$ cat src/rtl/lsu_pkg.sv
// Shared types for the load/store unit: FSM state encoding,
// access-size codes and the byte-lane width.
package lsu_pkg;

  typedef enum logic [2:0] {
    IDLE,
    ISSUE,
    WAIT,
    RMW_WR,
    RESP
  } lsu_state_e;

  localparam logic SIZE_WORD = 1'b0;
  localparam logic SIZE_BYTE = 1'b1;
  localparam int   LANE_W    = 8;

endpackage

$ cat src/rtl/lsu_byte_lane.sv
// Byte-lane helper: zero-extended lane extract for byte loads
// and lane merge for read-modify-write byte stores.
module lsu_byte_lane
  import lsu_pkg::*;
(
  input  logic [2*LANE_W-1:0] word,
  input  logic                bsel,
  input  logic [LANE_W-1:0]   wbyte,
  output logic [2*LANE_W-1:0] rd,
  output logic [2*LANE_W-1:0] merged
);

  // Select lane bsel for extraction and replacement
  always_comb begin
    rd     = '0;
    merged = word;
    if (bsel) begin
      rd[LANE_W-1:0]          = word[2*LANE_W-1:LANE_W];
      merged[2*LANE_W-1:LANE_W] = wbyte;
    end else begin
      rd[LANE_W-1:0]     = word[LANE_W-1:0];
      merged[LANE_W-1:0] = wbyte;
    end
  end

endmodule

$ cat src/rtl/load_store_unit.sv
// Load/store front end for a 1-cycle synchronous data memory.
// Optional byte access (RMW byte stores) under LSU_BYTE_ACCESS_EN.
module load_store_unit
  import lsu_pkg::*;
#(
  parameter int ADDR_W = 8,
  parameter int DATA_W = 16
) (
  input  logic              clk,
  input  logic              rst,
  input  logic              req_valid,
  output logic              req_ready,
  input  logic              req_we,
  input  logic [ADDR_W-1:0] req_addr,
  input  logic [DATA_W-1:0] req_wdata,
  input  logic              req_size,
  input  logic              req_bsel,
  output logic              rsp_valid,
  input  logic              rsp_ready,
  output logic [DATA_W-1:0] rsp_rdata,
  output logic              mem_we,
  output logic [ADDR_W-1:0] mem_addr,
  output logic [DATA_W-1:0] mem_wdata,
  input  logic [DATA_W-1:0] mem_rdata
);

  lsu_state_e        state;
  logic              we_q;
  logic [ADDR_W-1:0] addr_q;
  logic [DATA_W-1:0] wdata_q;
  logic [DATA_W-1:0] load_word;
  logic              byte_q;

`ifdef LSU_BYTE_ACCESS_EN
  logic              bsel_q;
  logic [DATA_W-1:0] lane_rd;
  logic [DATA_W-1:0] lane_mrg;

  lsu_byte_lane u_lane (
    .word   (mem_rdata),
    .bsel   (bsel_q),
    .wbyte  (wdata_q[LANE_W-1:0]),
    .rd     (lane_rd),
    .merged (lane_mrg)
  );

  assign load_word = byte_q ? lane_rd : mem_rdata;

  // Latch size and lane alongside the request
  always_ff @(posedge clk) begin
    if (rst) begin
      byte_q <= 1'b0;
      bsel_q <= 1'b0;
    end else if (state == IDLE && req_valid) begin
      byte_q <= (req_size == SIZE_BYTE);
      bsel_q <= req_bsel;
    end
  end
`else
  logic unused_cfg;
  assign unused_cfg = ^{req_size, req_bsel};
  assign byte_q     = 1'b0;
  assign load_word  = mem_rdata;
`endif

  assign req_ready = (state == IDLE);
  assign mem_addr  = addr_q;
  assign mem_wdata = wdata_q;

  // Write strobe is gated by rst so a reset can never leak a write
  assign mem_we = !rst &&
                  ((state == ISSUE && we_q && !byte_q) ||
                   (state == RMW_WR));

  // Request capture, sequencing and registered response
  always_ff @(posedge clk) begin
    if (rst) begin
      state     <= IDLE;
      we_q      <= 1'b0;
      addr_q    <= '0;
      wdata_q   <= '0;
      rsp_valid <= 1'b0;
      rsp_rdata <= '0;
    end else begin
      unique case (state)
        IDLE: begin
          if (req_valid) begin
            we_q    <= req_we;
            addr_q  <= req_addr;
            wdata_q <= req_wdata;
            state   <= ISSUE;
          end
        end
        ISSUE: begin
          if (we_q && !byte_q) begin
            rsp_valid <= 1'b1;
            rsp_rdata <= '0;
            state     <= RESP;
          end else begin
            state <= WAIT;
          end
        end
        WAIT: begin
`ifdef LSU_BYTE_ACCESS_EN
          if (we_q) begin
            wdata_q <= lane_mrg;
            state   <= RMW_WR;
          end else
`endif
          begin
            rsp_valid <= 1'b1;
            rsp_rdata <= load_word;
            state     <= RESP;
          end
        end
`ifdef LSU_BYTE_ACCESS_EN
        RMW_WR: begin
          rsp_valid <= 1'b1;
          rsp_rdata <= '0;
          state     <= RESP;
        end
`endif
        RESP: begin
          if (rsp_ready) begin
            rsp_valid <= 1'b0;
            state     <= IDLE;
          end
        end
        default: state <= IDLE;
      endcase
    end
  end

endmodule

$ cat config.mk
export PLATFORM = sky130hd
export DESIGN_NAME = load_store_unit
export DESIGN_NICKNAME = d
export VERILOG_FILES = /design/src/rtl/lsu_pkg.sv /design/src/rtl/lsu_byte_lane.sv /design/src/rtl/load_store_unit.sv
export SDC_FILE = /design/constraint.sdc
export NUM_CORES = 1
export LEC_CHECK = 0
export CORE_ASPECT_RATIO = 0.75
export CORE_UTILIZATION = 38
export CTS_CLUSTER_SIZE = 16
export DETAILED_ROUTE_END_ITERATION = 10
export HOLD_SLACK_MARGIN = 0.15
export PLACE_DENSITY = 0.86
export SLEW_MARGIN = 25
export SYNTH_ARGS = -nofsm -noshare
export SYNTH_HDL_FRONTEND = slang
export SYNTH_SLANG_ARGS = --single-unit
$ cat constraint.sdc
create_clock -name clk -period 1.8 [get_ports clk]
set_clock_uncertainty 0.05 [all_clocks]
set_input_delay 0.54 -clock clk [delete_from_list [all_inputs] [get_ports clk]]
set_output_delay 0.54 -clock clk [all_outputs]
set_load 0.01 [all_outputs]
Word level (Yosys, flattened, before mapping) --
Cells that the tools add are included.
Storage, ports and cells: register bits 45, input port bits 47, word-level logic and storage cells 33
Operators by class: equality and inequality tests 7, muxes and demuxes 9, reductions and logical operators 11
Operator list (count):
- 16-bit one-hot mux with 2 select lines | 1
- 16-bit 2-to-1 mux | 1
- 3-bit one-hot mux with 4 select lines | 1
- 3-bit 2-to-1 mux | 3
- 3-bit by 2-bit == test with 1-bit output (second input constant) | 2
- 2-bit inequality test (second input constant) | 3
- 2-bit AND reduction | 3
- 3-bit by 1-bit == test with 1-bit output (second input constant) | 1
- 3-bit == test (second input constant) | 1
- 3-bit zero test | 1
- 1-bit one-hot mux with 3 select lines | 1
- 3-bit AND reduction | 1
- 3-bit nonzero test | 1
- 1-bit logical AND | 2
- 1-bit 2-to-1 mux | 2
- 2-bit nonzero test | 1
- 1-bit zero test | 1
- 1-bit logical OR | 1

Longest topological paths before layout --
Gate-level depths: netlist of run 1.
word-level depth 4, gate-level depth with buffers 6, mapped depth without buffers 3

Worst setup path before layout of run 1 --
OpenSTA, ideal clock, no wires.
path kind input to output, start input rst, end output mem_we, arrival time 1.157 ns, data required time 1.210 ns, path slack 0.053 ns, cell stages on the path 2, buffers on the path 0, cell sequence or3b_2 nor2_1
Between the ends: word-level cells in the longest chain between the ends 2
RTL lines:
- from (decl) | line load_store_unit.sv:10 | input logic rst,
- 1-bit zero test | line load_store_unit.sv:71 | assign mem_we = !rst &&
- 1-bit logical AND | line load_store_unit.sv:71
- to (decl) | line load_store_unit.sv:21 | output logic mem_we,
No other way between the ends.

Worst setup path in the final report of run 1 --
Ends and elaborated chain as after synthesis.

==> results of run 1 <==
[cell usage after synthesis]
| cell type | n | area share [%] |
|---|---|---|
| dfxtp_1 | 45 | 56 |
| a311oi_1 | 2 | 1.1 |
| nor3_2 | 1 | 0.62 |
| nor2_1 | 5 | 1.2 |
| nand2_1 | 49 | 11 |
| nor3_1 | 3 | 0.93 |
| buf_6 | 4 | 2.8 |
| nor3b_1 | 1 | 0.46 |
| nor4b_4 | 2 | 2.9 |
| clkbuf_1 | 2 | 0.46 |
| buf_4 | 1 | 0.46 |
| buf_8 | 2 | 1.9 |
| a22o_1 | 16 | 8.6 |
| nand2_2 | 1 | 0.39 |
| or4b_4 | 1 | 0.85 |
| inv_1 | 1 | 0.23 |
| buf_2 | 3 | 0.93 |
| and4bb_2 | 1 | 0.77 |
| or3b_2 | 1 | 0.54 |
| buf_1 | 1 | 0.23 |
| a21oi_1 | 25 | 7.7 |
[through the flow]
step	instance area, sq um	setup slack [ps]	TNS (ps)	instances
6_report	2651	-33.88	-33.88	311
5_1_grt	2651	-76.15	-129.3	311
4_1_cts	2587	-42.85	-42.85	310
3_5_place_dp	2496	-852.1	-15670	302
3_3_place_gp	2496	-820.8	-15300	302
2_1_floorplan	1620	53.12	0	167
[power groups by stage]
| stage | clock, mW | sequential (mW) | combinational (mW) |
|---|---|---|---|
| 2_1_floorplan | 0 | 1.12 | 0.159 |
| 4_1_cts | 0.611 | 1.08 | 0.397 |
| 3_3_place_gp | 0 | 1.10 | 0.388 |
| 3_5_place_dp | 0 | 1.10 | 0.393 |
| 6_report | 0.598 | 1.08 | 0.394 |
| 5_1_grt | 0.657 | 1.09 | 0.429 |
[flip-flops by register name, summed over array words and instances (netlist names)]
register	flops
mem_wdata	16
rsp_rdata	16
mem_addr	8
state	3
rsp_valid	1
we_q	1
[worst max path at each step]
stage / startpoint / end / slack, ps / depth (start not counted)
floorplan: rst / mem_we / 50 / 2
global placement: rst / mem_we / -820 / 4
detailed placement: rst / mem_we / -850 / 4
CTS: rst / mem_we / -40 / 4
global route: rst / mem_we / -80 / 4
finish: rst / mem_we / -30 / 4
[area by class of cell]
type                    instances  area share [%]
inverters                       1          0.1416
clock inverters                 3          0.6607
clock buffers                   5           2.596
repair buffers                 94           36.29
multi-input cells             108           23.69
flip-flops and latches         45           34.03
well taps                      55           2.596
[layer usage]
layer  wire (um)  vias to the layer above  GRT usage [%]
met1        1840                      669          21.53
met4          31                        0          4.852
met2        1908                       46          29.46
li1            -                      743              -
met5           0                        -              0
met3         233                        5          5.581
[critical path, cell delays in order]
cell and delay, ps:
buf_6 90, or3b_4 390, nor2_2 90, buf_2 130
[timing repair]
| item | CTS | global route |
|---|---|---|
| buffers inserted | 0 | 1 |
| pin swaps | 2 | 1 |
| gates resized for setup | 17 | 17 |
| endpoints found under the setup margin | 18 | 33 |
[logic make-up after synthesis]
family          share of synthesized area, %
buf+inv                                6.949
simple gates                           20.00
compound gates                         17.45
flops                                  55.60
==> impl_metrics.csv, run 1 <==
group,metric,value,unit
cts,cts_made_buffers,5,
detailed_routing,wl_per_cell,12.91,um
critical_path,cp_data_arrival_time,1240,ps
layout,multi_input_area,628.1,sq um
pwr,p_leak,1.224,nW
synthesis,ys_ff_latch,45,
pwr,worst_ir_drop_vdd,554.2,uV
critical_path,crit_path_max_fanout,2,
detailed_routing,num_vias,1463,
synthesis,synth_cells,167,
detailed_routing,via_per_inst,4.704,
synthesis,synth_cell_types,21,
cts,tritoncts,"built",
worst_hold_path,hp-start,"mem_addr[0]",
detailed_routing,drt_drc_violations_left,0,
global_routing,gr-usage-all-layers,17.39,%
sta,whs,404.3,ps
cts,clk_pin_slew_worst_paths,80,ps
layout,syn_to_final_growth,63.63,%
sta,setup_viol,1,
sta,hold_viol_final,0,
synthesis,synth_seq_area_share,55.60,%
sta,min_period_over_period,101.9,%
place,gp_congestion,0.7272,
critical_path,ff2ff_setup_slack,160,ps
die,pin_count,90,
layout,drive_above_1_share,11.33,%
cts,ctsHtreeMaxLevel,2,
synthesis,synth_nets,214,
layout,final_core_util,65.00,%
die,core_area,4079,sq um
outcome,status,"finished, violations left",
die,fp.dieW,77.40,um
sta,worstMarginPinSlew,578.1,ps
sta,period_minus_slack,1834,ps
place,io_buffers,87,
die,die_h,58.55,um
layout,regArea,902.1,sq um
layout,layout.nets,302,
worst_hold_path,hold_class,"flop to flop",
place,dpl.hpwl,2759,um
global_routing,grt_max_degree,31,
layout,mostFrequentLayoutCells,"70 x clkdlybuf4s50_1, 49 x nand2_1, 44 x dfxtp_1",
sta,fmax,545.3,MHz
cts,cts_buffer_depth,2,
global_routing,grt_pass1_vias,1409,
pwr,p_int,1.547,mW
cts,clockRootBuffer,"clkbuf_8",
critical_path,r2r_cells,4,
die,die_area,4532,sq um
worst_hold_path,worstHoldEndpoint,"mem_addr[0]",
detailed_routing,first_pass_iters,4,
outcome,failed_checks,"negative setup slack",
cts,clock-sinks,45,
detailed_routing,wl,4014,um
global_routing,globalRoute.totalOverflow,0,
synthesis,syn_area_per_cell,9.702,sq um
die,start_util,39.72,%
sta,slew_violations,0,
pwr,total_power,2.071,mW
detailed_routing,drt_iter0_drc,29,
cts,cts_hold_buf,0,
die,rows,20,
pwr,pwr-share-comb,19.0,%
flow_run,maxCapViolCount,0,
critical_path,cp_data_required_time,1210,ps
sta,fin_ws,-33.88,ps
critical_path,end_kind,"primary output",
sta,rsz0062_at_grt,"true",
cts,clock_latency,290,ps
layout,final_common_cell,"clkdlybuf4s50_1",
global_routing,antenna_found_initial,0,
pwr,swShare,25.32,%
synthesis,syn-cell-area,1620,sq um
synthesis,synth_warnings,0,
layout,num-fill-cells,330,
detailed_routing,antenna_left,0,
pwr,p_per_area,781.2,nW/um^2
critical_path,start_kind,"input pin",
pwr,p_seq_share,52.1,%
critical_path,r2r_start,"state[1]",
worst_hold_path,hold_depth,2,
pwr,power_frac_clock,28.9,%
layout,num_antenna_cells,0,
sta,slew_headroom,61.34,%
critical_path,crit_type,"input pin to primary output",
pwr,p_sw,0.5244,mW
critical_path,worstReg2RegEnd,"mem_addr[3]",
global_routing,grt_pass1_wl,6127,um
Power figures use the tool's default switching activity.
==> run 2, diff against run 1 <==
--- a/config.mk
+++ b/config.mk
@@ -11,7 +11,6 @@
 export DETAILED_ROUTE_END_ITERATION = 10
 export HOLD_SLACK_MARGIN = 0.15
 export PLACE_DENSITY = 0.86
-export SLEW_MARGIN = 25
 export SYNTH_ARGS = -nofsm -noshare
 export SYNTH_HDL_FRONTEND = slang
 export SYNTH_SLANG_ARGS = --single-unit
==> constraint.sdc (replaced) <==
create_clock -name clk -period 1.8 [get_ports clk]
set_clock_uncertainty 0.05 [all_clocks]
set_input_delay 0.18 -clock clk [delete_from_list [all_inputs] [get_ports clk]]
set_output_delay 0.18 -clock clk [all_outputs]
set_load 0.01 [all_outputs]
==> impl_metrics.csv, run 2 (synthesis gave the netlist of run 1 again) <==
group,metric,value,unit
layout,num-fill-cells,330,
cts,clock_latency,290,ps
place,pre_cts_slack,-175.6,ps
detailed_routing,first_pass_iters,4,
critical_path,cp_data_required_time,1570,ps
flow_run,maxCapViolCount,0,
layout,syn_to_final_growth,63.24,%
layout,mostFrequentLayoutCells,"85 x clkdlybuf4s50_1, 49 x nand2_1, 44 x dfxtp_1",
worst_hold_path,hold_class,"input pin to flop",
die,pin_count,90,
detailed_routing,antenna_left,0,
die,core_area,4079,sq um
pwr,p_per_area,847.3,nW/um^2
sta,fmax,576.8,MHz
sta,min_period_over_period,96.32,%
global_routing,grt_pass1_wl,6548,um
critical_path,cp_data_arrival_time,1500,ps
global_routing,grt_max_degree,27,
pwr,worst_ir_drop_vdd,502.0,uV
sta,period_minus_slack,1734,ps
critical_path,crit_path_max_fanout,4,
die,die_h,58.55,um
critical_path,start_kind,"flop",
cts,ctsHtreeMaxLevel,2,
sta,worstMarginPinSlew,828.3,ps
detailed_routing,wl,4053,um
cts,cts_made_buffers,5,
global_routing,grt_pass1_vias,1483,
critical_path,end_kind,"primary output",
layout,drive_above_1_share,9.339,%
detailed_routing,num_vias,1528,
global_routing,globalRoute.totalOverflow,0,
global_routing,antenna_found_initial,0,
sta,setup_viol,0,
global_routing,gr-usage-all-layers,18.61,%
die,rows,20,
layout,final_common_cell,"clkdlybuf4s50_1",
sta,whs,373.5,ps
detailed_routing,wl_per_cell,12.99,um
detailed_routing,drt_iter0_drc,41,
cts,tritoncts,"built",
detailed_routing,via_per_inst,4.897,
sta,fin_ws,66.27,ps
place,gp_congestion,0.7428,
layout,num_antenna_cells,0,
outcome,status,"complete, no violations",
place,io_buffers,87,
sta,hold_viol_final,0,
pwr,p_leak,0.9908,nW
sta,slew_violations,0,
cts,cts_buffer_depth,2,
cts,clock-sinks,45,
die,fp.dieW,77.40,um
sta,slew_headroom,44.55,%
cts,clk_pin_slew_worst_paths,90,ps
detailed_routing,drt_drc_violations_left,0,
layout,final_core_util,64.85,%
place,dpl.hpwl,2848,um
cts,cts_setup_buffers,0,
cts,clockRootBuffer,"clkbuf_8",
die,start_util,39.72,%
sta,rsz0062_at_grt,"false",
die,die_area,4532,sq um
critical_path,crit_type,"flop to primary output",
layout,layout.nets,303,
run 2: cell count changes in the layout (fill, tap and decap cells not counted), sizes merged:
cell	delta
buf	-2
bufinv	+1
clkdlybuf4s15	+1
clkdlybuf4s50	+15
clkinv	-1
dlygate4sd2	+1
dlymetal6s2s	-14
run 2: layout make-up:
type	count	area, sq um	share of cell area (%)
clock buffers	5	68.82	2.602
clock inverters	3	46.29	1.750
inverters	1	3.754	0.1419
multi-input cells	108	613.1	23.18
flip-flops and latches	45	902.1	34.11
well taps	55	68.82	2.602
repair buffers	95	942.2	35.62
run 2: path summary, 6_finish.rpt:
check	cells past startpoint	endpoint	start	slack [ps]
max	3	mem_we	state[2]	70
min	3	mem_addr[6]	req_addr[6]	370
max reg2reg	3	rsp_rdata[5]	state[2]	160
min reg2reg	2	mem_addr[0]	mem_addr[0]	410
run 2: repair_timing:
item,4_1_cts,5_1_grt
hold buffers,0,0
gates resized for setup,2,3
endpoints found under the setup margin,2,17
gates cloned,0,0
run 2: where the power goes:
part,internal [mW],switching [mW]
clock,0.415,0.342
combinational,0.238,0.165
sequential,1.05,0.0300
run 2: stage by stage:
stage	instances	area [sq um]	power [mW]	TNS [ps]
after floorplan	167	1620	1.282	0
after global placement	304	2524	1.497	-1337
after detailed placement	304	2524	1.507	-2597
after CTS	312	2636	2.265	0
after global routing	312	2645	2.342	0
final	312	2645	2.241	0
run 2: critical path, cell delays in order (launching register included):
cell             delay [ps]
dfxtp_1                 340
or3b_2                  490
nor2_1                  120
clkdlybuf4s15_1         250
run 2: routing by layer:
metal	track usage, %	up-vias	wire length (um)
met4	5.660	0	40
met2	31.48	52	1972
met3	6.667	5	285
met1	22.47	721	1755
li1	-	750	-
met5	0	-	0
==> run 3, diff against run 2 <==
--- a/config.mk
+++ b/config.mk
@@ -11,6 +11,7 @@
 export DETAILED_ROUTE_END_ITERATION = 10
 export HOLD_SLACK_MARGIN = 0.15
 export PLACE_DENSITY = 0.86
+export REMOVE_ABC_BUFFERS = 1
 export SYNTH_ARGS = -nofsm -noshare
 export SYNTH_HDL_FRONTEND = slang
 export SYNTH_SLANG_ARGS = --single-unit
==> impl_metrics.csv, run 3 (synthesis gave the netlist of run 1 again) <==
group,metric,value,unit
outcome,status,"complete, no violations",
die,fp.dieW,77.40,um
cts,cts_setup_buffers,0,
layout,mostFrequentLayoutCells,"85 x clkdlybuf4s50_1, 49 x nand2_1, 45 x dfxtp_1",
place,pre_cts_slack,-172.5,ps
pwr,p_sw,0.5103,mW
critical_path,path_cells,"or3b_2, nor2_1, dlygate4sd2_1",
layout,syn_to_final_growth,62.93,%
pwr,p_leak,1.003,nW
pwr,p_seq_share,48.1,%
sta,slew_violations,0,
detailed_routing,drt_drc_violations_left,0,
sta,fmax,579.6,MHz
cts,tritoncts,"built",
place,placed_area,2511,sq um
critical_path,cp_data_required_time,1570,ps
critical_path,end_kind,"primary output",
critical_path,ff2ff_setup_slack,170,ps
global_routing,grt_pass1_wl,6741,um
pwr,pwr-share-comb,17.6,%
detailed_routing,wl_per_cell,13.13,um
cts,cts_buffer_depth,2,
place,gp_congestion,0.6811,
detailed_routing,drt_iter0_drc,73,
detailed_routing,wl,4098,um
cts,cts_hold_buf,0,
sta,rsz0062_at_grt,"false",
critical_path,crit_path_max_fanout,4,
sta,slew_headroom,43.14,%
die,die_area,4532,sq um
flow_run,maxCapViolCount,0,
pwr,p_int,1.734,mW
pwr,power_frac_clock,34.3,%
critical_path,critPathMaxStageDelay,490,ps
critical_path,cpLargestDelayFamily,"simple AND/OR/NAND/NOR gates",
sta,min_period_over_period,95.85,%
global_routing,antenna_found_initial,0,
die,core_area,4079,sq um
die,rows,20,
die,pin_count,90,
place,io_buffers,87,
layout,drive_above_1_share,8.949,%
detailed_routing,via_per_inst,4.750,
worst_hold_path,hold_class,"input pin to flop",
cts,clock-sinks,45,
layout,design_area,2640,sq um
global_routing,grt_max_degree,28,
critical_path,path_buf_inv,1,
detailed_routing,wl_met1,1792,um
cts,clock_latency,290,ps
pwr,p_per_area,850.2,nW/um^2
cts,cts_made_buffers,5,
cts,clockRootBuffer,"clkbuf_8",
global_routing,gr-usage-all-layers,19.17,%
die,start_util,39.72,%
detailed_routing,num_vias,1482,
critical_path,critPathSlowestCell,"or3b_2",
place,dpl.hpwl,2937,um
detailed_routing,first_pass_iters,4,
global_routing,grt_pass1_vias,1500,
critical_path,cp_data_arrival_time,1500,ps
sta,worstMarginPinSlew,849.3,ps
layout,num_antenna_cells,0,
layout,final_common_cell,"clkdlybuf4s50_1",
detailed_routing,met2WireLength,2030,um
sta,hold_viol_final,0,
critical_path,crit_type,"flop to primary output",
detailed_routing,antenna_left,0,
sta,setup_viol,0,
pwr,swShare,22.74,%
global_routing,globalRoute.totalOverflow,0,
pwr,worst_ir_drop_vdd,503.2,uV
detailed_routing,highest_layer,"met4",
sta,fin_ws,74.69,ps
sta,period_minus_slack,1725,ps
critical_path,start_kind,"flop",
cts,clk_pin_slew_worst_paths,80,ps
detailed_routing,wl_met3,205,um
layout,layout.nets,303,
die,die_h,58.55,um
cts,ctsHtreeMaxLevel,2,
## run 3: changes by cell type in the layout (fill, tap and decap cells not counted), sizes merged
cell	change
clkdlybuf4s15	-1
dlymetal6s2s	+1
clkbuf	+2
clkinvlp	-1
clkinv	-1
## run 3: cell type report
| type | count | area (sq um) |
|---|---|---|
| Fill cell | 360 | 1439 |
| Timing Repair Buffer | 95 | 932.1 |
| Sequential cell | 45 | 900.9 |
| Multi-Input combinational cell | 108 | 618.1 |
| Clock buffer | 7 | 86.33 |
| Tap cell | 55 | 68.82 |
| Clock inverter | 1 | 30.03 |
| Inverter | 1 | 3.754 |
## run 3: tightest hold or removal path, stage by stage
cell,delay (ps)
clkdlybuf4s50_1,390
nand2_1,50
a21oi_1,50
## run 3: what timing repair did
action	in CTS	in global routing
gates resized for setup	2	2
gates cloned	0	0
endpoints found under the setup margin	17	13
## run 3: path summary, 6_finish.rpt
check | startpoint | endpoint | cells after the start
hold / removal | req_addr[3] | mem_addr[3] | 3
setup reg to reg | state[2] | rsp_rdata[7] | 3
setup / recovery | state[2] | mem_we | 3
hold reg to reg | mem_wdata[7] | mem_wdata[7] | 2
## run 3: power groups by stage
stage	Clock, mW	Combinational (mW)	Sequential (mW)
floorplan	0	0.110	1.13
global placement	0	0.388	1.10
detailed placement	0	0.395	1.10
CTS	0.790	0.400	1.08
global route	0.836	0.430	1.09
finish	0.771	0.394	1.08
## run 3: metrics by stage
step | hold WS, ps | setup TNS, ps | total power [mW] | cells | util (%)
after global routing | 371.5 | 0 | 2.352 | 312 | 64.72
after detailed placement | 395.6 | -1941 | 1.498 | 304 | 61.56
after floorplan | 199.1 | 0 | 1.240 | 154 | -
after global placement | 390.5 | -1556 | 1.488 | 304 | 61.56
after CTS | 364.5 | 0 | 2.269 | 312 | 64.54
final | 376.9 | 0 | 2.245 | 312 | 64.72
## run 3: metal layers
| layer | GRT usage (%) | vias up |
|---|---|---|
| li1 | - | 748 |
| met1 | 21.73 | 687 |
| met2 | 34.39 | 39 |
| met3 | 5.116 | 8 |
| met4 | 8.625 | 0 |
| met5 | 0 | - |
